File: config.mk
export PLATFORM = sky130hd
export DESIGN_NAME = arth_op_sequencer
export DESIGN_NICKNAME = d
export VERILOG_FILES = /design/src/rtl/arth_op_sequencer.sv
export SDC_FILE = /design/constraint.sdc
export NUM_CORES = 1
export LEC_CHECK = 0
export ABC_CLOCK_PERIOD_IN_PS = 4300
export BUFFER_PORTS_ARGS = -buffer_cell sky130_fd_sc_hd__buf_2
export CORE_UTILIZATION = 48
export CTS_CLUSTER_SIZE = 25
export DETAILED_ROUTE_END_ITERATION = 12
export PLACE_DENSITY = 0.94
export SETUP_SLACK_MARGIN = 0.3
export SYNTH_ARGS = -nofsm -noshare
export SYNTH_HDL_FRONTEND = slang
export SYNTH_SLANG_ARGS = --single-unit
File: constraint.sdc
create_clock -name clock -period 4.3 [get_ports clock]
set_input_delay 0.86 -clock clock [delete_from_list [all_inputs] [get_ports clock]]
set_output_delay 0.86 -clock clock [all_outputs]
set_load 0.005 [all_outputs]
File: src/rtl/arth_op_sequencer.sv
// Command-side driver for the arithmetic unit. It issues one operation, waits a
// fixed per-opcode latency, then returns the captured answer over a valid/ready handshake.
//
// state | meaning
// IDLE  | ready for a request; operands latch when one is accepted
// ISSUE | newop high for this single cycle; latency counter loads
// WAIT  | counting down the opcode latency; answer captured at zero
// DONE  | result held until downstream accepts it
module arth_op_sequencer #(
    parameter int WIDTH   = 17,
    parameter int LAT_ADD = 2,
    parameter int LAT_MUL = 18,
    parameter int LAT_DIV = 18
) (
    input  logic             clock,
    input  logic             reset,
    input  logic             req_valid,
    output logic             req_ready,
    input  logic [WIDTH-1:0] req_a,
    input  logic [WIDTH-1:0] req_b,
    input  logic [1:0]       req_op,
    output logic [WIDTH-1:0] V1,
    output logic [WIDTH-1:0] V2,
    output logic [1:0]       opcode,
    output logic             newop,
    input  logic [WIDTH-1:0] answer,
    input  logic             ovw,
    output logic             res_valid,
    input  logic             res_ready,
    output logic [WIDTH-1:0] res_answer,
    output logic             res_ovw,
    output logic             res_err,
    output logic             busy
);

    localparam int LAT_MAX = (LAT_ADD > LAT_MUL) ? ((LAT_ADD > LAT_DIV) ? LAT_ADD : LAT_DIV)
                                                 : ((LAT_MUL > LAT_DIV) ? LAT_MUL : LAT_DIV);
    localparam int CW = (LAT_MAX > 1) ? $clog2(LAT_MAX) : 1;

    typedef enum logic [1:0] {
        S_IDLE,
        S_ISSUE,
        S_WAIT,
        S_DONE
    } state_t;

    state_t        state;
    logic [CW-1:0] cnt;

    function automatic logic [CW-1:0] lat_load(input logic [1:0] op);
        case (op)
            2'b01:   lat_load = CW'(LAT_MUL - 1);
            2'b10:   lat_load = CW'(LAT_DIV - 1);
            default: lat_load = CW'(LAT_ADD - 1);
        endcase
    endfunction

    assign req_ready = (state == S_IDLE);
    assign busy      = (state != S_IDLE);

    always_ff @(posedge clock) begin
        if (reset) begin
            state      <= S_IDLE;
            cnt        <= '0;
            V1         <= '0;
            V2         <= '0;
            opcode     <= '0;
            newop      <= 1'b0;
            res_valid  <= 1'b0;
            res_answer <= '0;
            res_ovw    <= 1'b0;
            res_err    <= 1'b0;
        end else begin
            newop <= 1'b0;
            case (state)
                S_IDLE: begin
                    if (req_valid) begin
                        V1     <= req_a;
                        V2     <= req_b;
                        opcode <= req_op;
                        if (req_op == 2'b11) begin
                            // Illegal opcode never reaches the arithmetic unit.
                            res_answer <= '0;
                            res_ovw    <= 1'b0;
                            res_err    <= 1'b1;
                            res_valid  <= 1'b1;
                            state      <= S_DONE;
                        end else begin
                            newop <= 1'b1;
                            state <= S_ISSUE;
                        end
                    end
                end
                S_ISSUE: begin
                    cnt   <= lat_load(opcode);
                    state <= S_WAIT;
                end
                S_WAIT: begin
                    if (cnt == '0) begin
                        res_answer <= answer;
                        res_ovw    <= ovw;
                        res_err    <= 1'b0;
                        res_valid  <= 1'b1;
                        state      <= S_DONE;
                    end else begin
                        cnt <= cnt - 1'b1;
                    end
                end
                S_DONE: begin
                    if (res_ready) begin
                        res_valid <= 1'b0;
                        state     <= S_IDLE;
                    end
                end
                default: state <= S_IDLE;
            endcase
        end
    end

endmodule

After elaboration in Yosys (flattened, before gate mapping)
Cells that the tools add are included.
{ "totals": {"word_cells": 61, "regBits": 64, "in_bits": 58} }
{ "classes": {"add_sub_neg": 1, "bitwise": 2, "eq_ne": 11, "n_reduce_logical": 13, "mux": 24} }
{ "op_table": {"columns": ["op", "n"], "rows": [
  ["$mux 17", 3],
  ["$pmux 17 s2", 1],
  ["$mux 5", 2],
  ["$pmux 5 s2", 1],
  ["$mux 1", 9],
  ["$eq 2x2->1 const B", 4],
  ["$mux 2", 4],
  ["$ne 2x2->1 const B", 4],
  ["$pmux 2 s4", 1],
  ["$reduce_bool 2->1", 3],
  ["$logic_not 5->1", 1],
  ["$reduce_and 5->1", 1],
  ["$sub 5x1->5 const B", 1],
  ["$eq 2x1->1 const B", 2],
  ["$pmux 1 s2", 2],
  ["$reduce_and 2->1", 2],
  ["$reduce_and 4->1", 1],
  ["$pmux 1 s3", 1],
  ["$reduce_and 3->1", 1],
  ["$reduce_bool 3->1", 1],
  ["$reduce_or 3->1", 1],
  ["$logic_not 2->1", 1],
  ["$ne 2x1->1 const B", 1],
  ["$not 1->1", 2],
  ["$reduce_or 2->1", 1]
]} }

Longest topological paths before layout
Gate-level depths: netlist of the first run.
{ "logic_depth": {"depth_word": 4, "mapped_depth": 9} }

Worst setup path before layout of the first run
No wires, ideal clock.
{ "synth_timing": {"path_type": "input-to-reg", "from": "input port req_valid", "to": "register res_answer[10]", "setup_slack_ns": 2.335, "arrival_ns": 1.906, "cell_stages": 5, "cell_sequence": "nand4_1 > o21ai_0 > a21oi_1 > clkbuf_1 > a22o_1"} }
{ "synth_via": {"elab_chain_len": 2} }
{ "synth_lines": {"columns": ["element", "line", "rtl"], "rows": [
  ["start: declaration", "17", "input logic req_valid,"],
  ["$ne 2x2->1 (no source line)", null, null],
  ["$reduce_and 4->1 (no source line)", null, null],
  ["end signal: assignment", "100", "res_answer <= answer;"],
  ["end: declaration", "30", "output logic [WIDTH-1:0] res_answer,"]
]} }
Every way passes these cells.
A chain may end at the register's enable or synchronous reset.

Worst setup path in the final report of the first run
{ "layout_timing": {"from": "register cnt[0]", "to": "register res_answer[3]"} }
{ "layout_via": {"elab_chain_len": 3} }
{ "layout_lines": {"columns": ["element", "line", "rtl"], "rows": [
  ["start: declaration", "48", "logic [CW-1:0] cnt;"],
  ["start signal: assignment", "95", "cnt <= lat_load(opcode);"],
  ["start signal: assignment", "106", "cnt <= cnt - 1'b1;"],
  ["$logic_not 5->1", "99", "if (cnt == '0) begin"],
  ["$ne 2x2->1 (no source line)", null, null],
  ["$reduce_and 4->1 (no source line)", null, null]
]} }
Every way passes these cells.

==> flow_summary.ini, run 1 <==
[status]
run_status = finished clean

[worst_setup_path]
r2r_end = res_answer[3]$_SDFFE_PP0P_
cpPeakStageDelay_ns = 0.96
critPathLaunchType = flop
r2r_cells = 6
rrSetupSlack_ns = 1.59
critPathKind = flop to flop
critPathCaptureType = flop
r2r_start = cnt[0]$_SDFFE_PP0P_
path_delay_family = simple AND/OR/NAND/NOR gates
slowest_stage = nor2b_1
critical_path_arrival_ns = 2.96
path_max_fanout = 18
crit_chain = inv_1 > ha_1 > or4b_1 > a211oi_2 > nor2b_1 > a22o_1
crit_required_ns = 4.56
cp_num_buf_inv = 1

[global_route]
antenna_found_initial = 0
grt_pass1_vias = 1892
grt_max_degree = 50
grt_usage_pct = 20.2
overflow = 0
grt_pass1_wl_mm = 8.18

[synthesis]
synth_mux_area_share_pct = 0
synth_flop_cell = dfxtp_1
synth.avg_cell_area_um2 = 8.87
seq_area_frac_synth_pct = 54.5
synth.area.top_cells = dfxtp_1 55%, nand2_1 12%, a21oi_1 8.3%
yosys_warnings = 0
syn_inst = 265
synthArstFlopShare_pct = 0
yosysMostFrequentCell = nand2_1
synth_compound_area_share_pct = 19.5
synth_edf_count = 0
yosys.area_share.adder_pct = 2.66
synthTopCellsByCount = 77 x nand2_1, 64 x dfxtp_1, 39 x a21oi_1, 18 x a22o_1, 11 x clkbuf_1
ys_types = 30
ys_ff_latch = 64
synthSimpleGateAreaFrac_pct = 16.9
synth_top_family_by_area = compound AO/OA/AOI/OAI gates
yosys.area.top_type = dfxtp_1
netlist_area_mm2 = 0.00235
synth_nets = 328
synthXorXnorAreaFrac_pct = 0.745
synth_top_area_share_pct = 54.5

[clock_tree]
cts.repair.resized = 0
cts_tree = built
cts_sinks = 64
clockBufferDepth = 2
cts_hold_buf = 0
cts-buffers-inserted = 9
cts_setup_buffers = 0
h-tree-depth = 3
clkLatencyLatePin_ns = 0.32
root_buffer = clkbuf_8
clkTransAtPathRegs_ns = 0.07

[power_and_ir_drop]
switching_share_pct = 30.8
power.share.clock_pct = 30.4
peakVddDrop_mv = 0.373
p_int_uw = 1260
p_leak_uw = 0.00150
power.density_mw_per_mm2 = 577
share_comb_of_total_power_pct = 27.6
power_frac_seq_pct = 42.0
p_switching_uw = 558

[worst_hold_path]
worstHoldStart = V2[13]$_SDFFE_PP0N_
hold_end = V2[13]$_SDFFE_PP0N_
min_path_cells = 2
hold_path_class = flop to flop

[floorplan]
io_pins = 117
die_area_mm2 = 0.00518
core_mm2 = 0.00472
fp-row-count = 25
die-height_um = 72.0
die_w_um = 72.0
start_util_pct = 49.7

[cells_and_area]
area_delta_synth_final_pct = 33.7
nets = 439
final_cells = 448
diodes = 0
fin_util_pct = 66.5
drive_gt1_share_pct = 35.2

[timing]
rsz0062_at_grt = false
worst_pin_slew_ns = 1.29
finClkSkew_ns = 0.00601
slew_violations = 0
setup-violations-final = 0
max_freq_mhz = 370
maxSlewHeadroom_pct = 14.2
fin_crit_sh_pct = 62.9
hold_violations = 0
fin_crit_ns = 2.71
tns_ns = 0
fin_ws_ns = 1.59

[placement]
dp_slack_ns = 1.58
globalplace.congestion = 0.844
hpwl_mm = 3.73
dp.cells = 432
portBuffers = 116

[detailed_routing]
wl_per_cell_um = 11.8
routed.top_layer = met4
drc = 0
vias = 2208
wl_met3_um = 481
ant_nets = 0
wl_met2_mm = 2.40
drt_iter0_markers = 79
wirelength_met1_mm = 2.32
drtPass1Iterations = 4
viasPerCell = 4.93
wirelength_mm = 5.27

[flow_run]
drv_cap = 0
[layout by cell type, fill, tap and decap left out, drive strengths merged, types with 2 or more instances in the layout]
| cell | n |
|---|---|
| ha | 5 |
| clkbuf | 13 |
| bufinv | 2 |
| a22o | 18 |
| or2 | 2 |
| a21oi | 39 |
| buf | 117 |
| dfxtp | 64 |
| a311oi | 2 |
| a211oi | 4 |
| o21ai | 3 |
| inv | 9 |
| nor2b | 2 |
| nor2 | 7 |
| nand2 | 77 |
| nand3 | 3 |
| nor3 | 4 |
[how the worst max path moves through the flow]
stage / cells past startpoint / to / from / slack [ns]
CTS: 6 / res_answer[9]$_SDFFE_PP0P_ / cnt[0]$_SDFFE_PP0P_ / 1.58
floorplan: 5 / res_answer[10]$_SDFFE_PP0P_ / req_valid / 2.33
finish: 6 / res_answer[3]$_SDFFE_PP0P_ / cnt[0]$_SDFFE_PP0P_ / 1.59
global placement: 3 / res_ovw$_SDFFE_PP0P_ / reset / 1.75
global route: 6 / res_answer[2]$_SDFFE_PP0P_ / cnt[0]$_SDFFE_PP0P_ / 1.41
detailed placement: 5 / res_answer[9]$_SDFFE_PP0P_ / req_op[0] / 1.58
[cell type report]
type | count | area (um^2)
fillers | 386 | 1580
clock inverters | 3 | 65.1
repair buffers | 117 | 588
multi-input cells | 175 | 940
inverters | 9 | 33.8
well taps | 67 | 83.8
flip-flops and latches | 64 | 1280
clock buffers | 13 | 149
[power groups by stage]
stage	Combinational [uW]	Clock [uW]	Sequential (uW)
after floorplan	333	0	778
after global placement	484	0	769
after detailed placement	503	0	772
after CTS	504	564	761
after global routing	564	590	773
final	501	551	761
[cell families (layout without fill, tap and decap cells)]
group / after synthesis / count (layout)
AND/OR/NAND/NOR: 98 / 98
AO/OA/AOI/OAI: 70 / 70
flip-flops: 64 / 64
buffers and inverters: 26 / 142
adder cells (fa/ha/maj): 5 / 5
XOR/XNOR: 2 / 2
[flip-flops by register name, indices dropped and copies added (netlist names)]
name        cells
newop           1
V2             17
res_err         1
res_valid       1
V1             17
res_ovw         1
cnt             5
res_answer     17
state           2
opcode          2
[metal layers]
metal	vias up	track usage (%)
met3	7	6.94
li1	1116	-
met4	0	9.15
met2	105	33.4
met1	980	23.9
met5	-	0
[worst reg2reg max path: stages, from the launching register on]
cell and delay [ns]:
dfxtp_1 0.32, inv_1 0.07, ha_1 0.16, or4b_1 0.57, a211oi_2 0.28, nor2b_1 0.96
a22o_1 0.29
[through the flow]
stage	total power (uW)	hold slack [ns]	area, um^2
6_report	1810	0.452	3140
5_1_grt	1930	0.476	3140
4_1_cts	1830	0.453	3140
3_5_place_dp	1280	0.444	2930
3_3_place_gp	1250	0.439	2930
2_1_floorplan	1110	0.453	2350
(Power assumes the default switching activity.)
==> run 2: changes to the inputs <==
ABC_CLOCK_PERIOD_IN_PS = 2200   (was 4300)
CORE_UTILIZATION = 41   (was 48)
PLACE_DENSITY = 0.87   (was 0.94)
clock period = 2.2 ns   (was 4.3 ns; I/O delays follow)
==> run 2 against run 1 <==
Net effect: non-clock buffer count up 15; via count up 2.4%; routed wire length up 7.9%; sequential share of layout area down 2.1 points; core utilization down 6.1 points; fmax up 40%; clock skew about the same; cell count up 4.2%; critical path type unchanged; largest power group unchanged.
==> flow_summary.ini, run 2 (synthesis gave the netlist of run 1 again) <==
[placement]
hpwl_mm = 3.71
dp.cells = 444
globalplace.congestion = 0.816
portBuffers = 116

[power_and_ir_drop]
p_leak_uw = 0.00158
peakVddDrop_mv = 0.602
p_int_uw = 2700
power.share.clock_pct = 28.5
switching_share_pct = 30.8
power_frac_seq_pct = 38.3
share_comb_of_total_power_pct = 33.2
power.density_mw_per_mm2 = 1170
p_switching_uw = 1200

[detailed_routing]
drtPass1Iterations = 4
vias = 2262
wl_per_cell_um = 12.2
wirelength_mm = 5.69
viasPerCell = 4.84
drt_iter0_markers = 133
drc = 0
ant_nets = 0

[flow_run]
drv_cap = 0

[timing]
fin_crit_ns = 1.94
worst_pin_slew_ns = 0.514
finClkSkew_ns = 0.00571
max_freq_mhz = 516
maxSlewHeadroom_pct = 65.8
fin_hold_ws_ns = 0.325
setup-violations-final = 0
fin_crit_sh_pct = 88.1
slew_violations = 0
hold_violations = 0
rsz0062_at_grt = true

[worst_setup_path]
critical_path_arrival_ns = 2.15
crit_chain = inv_2 > ha_4 > or4b_4 > a222oi_1 > buf_4 > nor2_1 > a311oi_1
cp_num_buf_inv = 2
path_delay_family = compound AO/OA/AOI/OAI gates
critPathCaptureType = flop
r2r_end = state[0]$_SDFFE_PP0P_
critPathLaunchType = flop
slowest_stage = or4b_4
cpPeakStageDelay_ns = 0.49
path_max_fanout = 4
r2r_cells = 7
r2r_start = cnt[1]$_SDFFE_PP0P_
rrSetupSlack_ns = 0.26
critPathKind = flop to flop
crit_required_ns = 2.41

[global_route]
antenna_found_initial = 0
grt_max_degree = 49
overflow = 0
grt_usage_pct = 19.3
grt_pass1_wl_mm = 9.14
grt_pass1_vias = 2057

[worst_hold_path]
min_path_cells = 2
worstHoldStart = answer[3]
hold_end = res_answer[3]$_SDFFE_PP0P_
hold_path_class = input port to flop

[clock_tree]
root_buffer = clkbuf_8
clockBufferDepth = 2
h-tree-depth = 3
cts_tree = built
clkLatencyLatePin_ns = 0.33
cts_sinks = 64
cts-buffers-inserted = 9
clkTransAtPathRegs_ns = 0.06
cts_hold_buf = 0

[cells_and_area]
drive_gt1_share_pct = 41.0
n_fill_cell = 454
final_common_cell = buf_2
layout_common_cells = 116 x buf_2, 77 x nand2_1, 60 x dfxtp_1, 38 x a21oi_1, 18 x a22o_1
multiInputGateArea_um2 = 985
seqCellArea_mm2 = 0.00129
final_cells = 467
diodes = 0
nets = 454
reg_top3 = V1: 17 flops, V2: 17 flops, res_answer: 17 flops
area_delta_synth_final_pct = 41.6

[floorplan]
io_pins = 117
core_mm2 = 0.00551
die_w_um = 77.7
die-height_um = 77.7
die_area_mm2 = 0.00604
start_util_pct = 42.7
fp-row-count = 27

[status]
run_status = finished clean
==> run 2: cell count changes in the layout (fill, tap and decap cells not counted), moves of 3 or more <==
cell     before  now
inv_2         0    3
inv_1         9    6
buf_6         0    3
dfxtp_2       0    4
dfxtp_1      64   60
buf_4         1   13
==> run 2: metrics by stage <==
stage	TNS [ns]	total power (uW)	setup slack, ns	utilization, %	cell area [um^2]
final	0	3900	0.262	60.4	3330
after CTS	0	3840	0.316	59.8	3290
after floorplan	0	2170	0.308	-	2350
after global routing	0	4170	0.165	60.4	3330
after detailed placement	-1.47	2570	-0.0977	54.2	2990
after global placement	-0.350	2540	-0.0212	54.2	2990
==> run 2: power by group through the flow <==
| stage | clock network (uW) | registers, uW | logic (uW) |
|---|---|---|---|
| after CTS | 1150 | 1490 | 1210 |
| final | 1110 | 1490 | 1300 |
| after global placement | 0 | 1500 | 1040 |
| after global routing | 1200 | 1520 | 1440 |
| after detailed placement | 0 | 1510 | 1070 |
| after floorplan | 0 | 1520 | 651 |
==> run 2: final cells by class <==
type,count,area share [%]
Timing Repair Buffer,132,21.4
Tap cell,72,2.71
Sequential cell,64,38.7
Clock inverter,3,1.96
Clock buffer,12,4.66
Inverter,9,1.02
Multi-Input combinational cell,175,29.6
==> run 2: how the worst max path moves through the flow <==
stage                     startpoint  cells past startpoint  slack (ns)                     endpoint
6_report         cnt[1]$_SDFFE_PP0P_                      7        0.26        state[0]$_SDFFE_PP0P_
5_1_grt          cnt[0]$_SDFFE_PP0P_                      7        0.17        state[0]$_SDFFE_PP0P_
4_1_cts          cnt[1]$_SDFFE_PP0P_                      7        0.32       res_valid$_SDFFE_PP0P_
3_5_place_dp     cnt[0]$_SDFFE_PP0P_                      6        -0.1   res_answer[0]$_SDFFE_PP0P_
3_3_place_gp     cnt[0]$_SDFFE_PP0P_                      6       -0.02   res_answer[9]$_SDFFE_PP0P_
2_1_floorplan  state[0]$_SDFFE_PP0P_                      8        0.31  res_answer[10]$_SDFFE_PP0P_
==> run 2: worst register-to-register path: stages (launching register included) <==
cell      delay [ns]
dfxtp_2         0.32
inv_2           0.07
ha_4            0.13
or4b_4          0.49
a222oi_1        0.30
buf_4           0.20
nor2_1          0.05
a311oi_1        0.26
==> run 2: metal layers <==
| metal | vias to the layer above | GRT usage, % | share of wire [%] |
|---|---|---|---|
| li1 | 1148 | - | - |
| met1 | 1011 | 22.1 | 43 |
| met2 | 96 | 32.0 | 47 |
| met3 | 7 | 9.06 | 9.0 |
| met4 | 0 | 5.28 | 1.0 |
| met5 | - | 0 | 0 |
==> run 2: repair_timing <==
| action | in CTS | in global routing |
|---|---|---|
| cloned | 1 | 0 |
| endpoints found under the hold margin | 0 | 0 |
| setup buffers | 5 | 2 |
| resized for setup | 14 | 6 |
| pin swaps | 5 | 3 |
| endpoints found under the setup margin | 21 | 22 |
==> run 3: changes to the inputs <==
CORE_UTILIZATION = 42   (was 41)
CTS_BUF_LIST = sky130_fd_sc_hd__clkbuf_8   (was unset)
PLACE_DENSITY = 0.88   (was 0.87)
SETUP_SLACK_MARGIN = unset   (was 0.3)
==> run 3 against run 2 <==
Net effect: clock power decreased by 4%; die area decreased by 2.3%; setup slack got worse by 0.14 ns; critical path depth decreased by 1; register-to-register slack got worse by 0.14 ns; total power decreased by 7.5%; final area decreased by 3.6%; core utilization increased by 0.83 points; clock-buffer cell count decreased by 2; cell count decreased by 1.7%; sequential share of layout area increased by 1.3 points; highest routed layer unchanged.
==> flow_summary.ini, run 3 (synthesis gave the netlist of run 1 again) <==
[cells_and_area]
nets = 447
area_delta_synth_final_pct = 36.5
layout_common_cells = 116 x buf_2, 77 x nand2_1, 64 x dfxtp_1, 38 x a21oi_1, 18 x a22o_1
diodes = 0
final_cells = 459
final_common_cell = buf_2
fin_util_pct = 61.3
drive_gt1_share_pct = 36.8
stdcell_area_mm2 = 0.00321
reg_top3 = V1: 17 flops, V2: 17 flops, res_answer: 17 flops

[clock_tree]
clkLatencyLatePin_ns = 0.32
cts-buffers-inserted = 9
cts_tree = built
h-tree-depth = 3
clockBufferDepth = 2
root_buffer = clkbuf_8
clkTransAtPathRegs_ns = 0.07
cts_sinks = 64
cts_hold_buf = 0

[floorplan]
fp-row-count = 26
io_pins = 117
die-height_um = 76.8
die_w_um = 76.8
core_mm2 = 0.00524
die_area_mm2 = 0.00590
start_util_pct = 44.9

[placement]
dp.cells = 442
hpwl_mm = 3.92
globalplace.congestion = 0.809
placed_area_mm2 = 0.00298
portBuffers = 116

[global_route]
grt_pass1_wl_mm = 9.17
overflow = 0
grt_pass1_vias = 2079
grt_usage_pct = 19.6
grt_max_degree = 49
antenna_found_initial = 0

[detailed_routing]
ant_nets = 0
wirelength_mm = 5.58
drtPass1Iterations = 4
drt_iter0_markers = 51
vias = 2236
wl_per_cell_um = 12.2
drc = 0
viasPerCell = 4.87

[timing]
finClkSkew_ns = 0.00625
fin_crit_ns = 2.08
fin_hold_ws_ns = 0.335
hold_violations = 0
worst_pin_slew_ns = 0.727
fin_crit_sh_pct = 94.6
setup-violations-final = 0
maxSlewHeadroom_pct = 51.5
slew_violations = 0
max_freq_mhz = 481

[power_and_ir_drop]
power_frac_seq_pct = 41.2
p_leak_uw = 0.00155
share_comb_of_total_power_pct = 29.2
peakVddDrop_mv = 0.507
power.density_mw_per_mm2 = 1130
switching_share_pct = 31.0
p_switching_uw = 1120
p_int_uw = 2490
power.share.clock_pct = 29.6

[worst_setup_path]
critPathLaunchType = flop
critPathCaptureType = flop
critPathKind = flop to flop
critical_path_arrival_ns = 2.31
crit_required_ns = 2.43
path_max_fanout = 6

[flow_run]
drv_cap = 0

[status]
run_status = finished clean

[worst_hold_path]
hold_path_class = input port to flop
## run 3: changes by cell type in the layout (fill, tap and decap cells not counted), moves of 3 or more
cell / delta
buf_4: -4
buf_6: -3
dfxtp_1: +4
dfxtp_2: -4
inv_1: +6
inv_2: -3
## run 3: final timing paths
kind | startpoint | end | slack (ns) | cells past startpoint
worst max-delay path | cnt[0]$_SDFFE_PP0P_ | state[0]$_SDFFE_PP0P_ | 0.12 | 6
worst min-delay path | answer[3] | res_answer[3]$_SDFFE_PP0P_ | 0.34 | 2
worst max register to register | cnt[0]$_SDFFE_PP0P_ | state[0]$_SDFFE_PP0P_ | 0.12 | 6
worst min register to register | V1[14]$_SDFFE_PP0N_ | V1[14]$_SDFFE_PP0N_ | 0.45 | 2
## run 3: repair_timing
item	4_1_cts	5_1_grt
setup buffers	0	1
pin swaps	0	1
resized for setup	1	0
endpoints found under the setup margin	18	2
## run 3: final cells by class
cell class	instances	area, um^2
Fill cell	467	2030
Sequential cell	64	1280
Multi-Input combinational cell	175	943
Timing Repair Buffer	125	648
Clock buffer	10	138
Tap cell	70	87.6
Clock inverter	6	76.3
Inverter	9	33.8
## run 3: per-stage QoR
stage	setup TNS, ns	setup WS, ns	total power, uW
floorplan	0	0.308	2170
global placement	0	0.00196	2510
finish	0	0.119	3610
global route	-0.0740	-0.0388	3870
detailed placement	-2.02	-0.129	2560
CTS	0	0.0574	3640
## run 3: metal layers
| metal | share of wire (%) | vias up | global-route usage [%] |
|---|---|---|---|
| met5 | 0 | - | 0 |
| met4 | 1.6 | 0 | 8.08 |
| met3 | 9.8 | 11 | 8.93 |
| met2 | 45 | 100 | 32.1 |
| met1 | 43 | 990 | 22.1 |
| li1 | - | 1135 | - |
## run 3: power groups by stage
stage,clock network [uW],registers [uW],logic (uW)
3_3_place_gp,0,1500,1010
3_5_place_dp,0,1510,1040
4_1_cts,1100,1490,1050
6_report,1070,1490,1050
5_1_grt,1160,1520,1200
2_1_floorplan,0,1520,651
## run 3: worst max-delay path, cell delays in order, from the launching register on
cell      delay (ns)
dfxtp_1         0.33
inv_1           0.07
ha_1            0.18
or4b_1          0.57
a222oi_1        0.51
nor2_1          0.08
a311oi_1        0.25
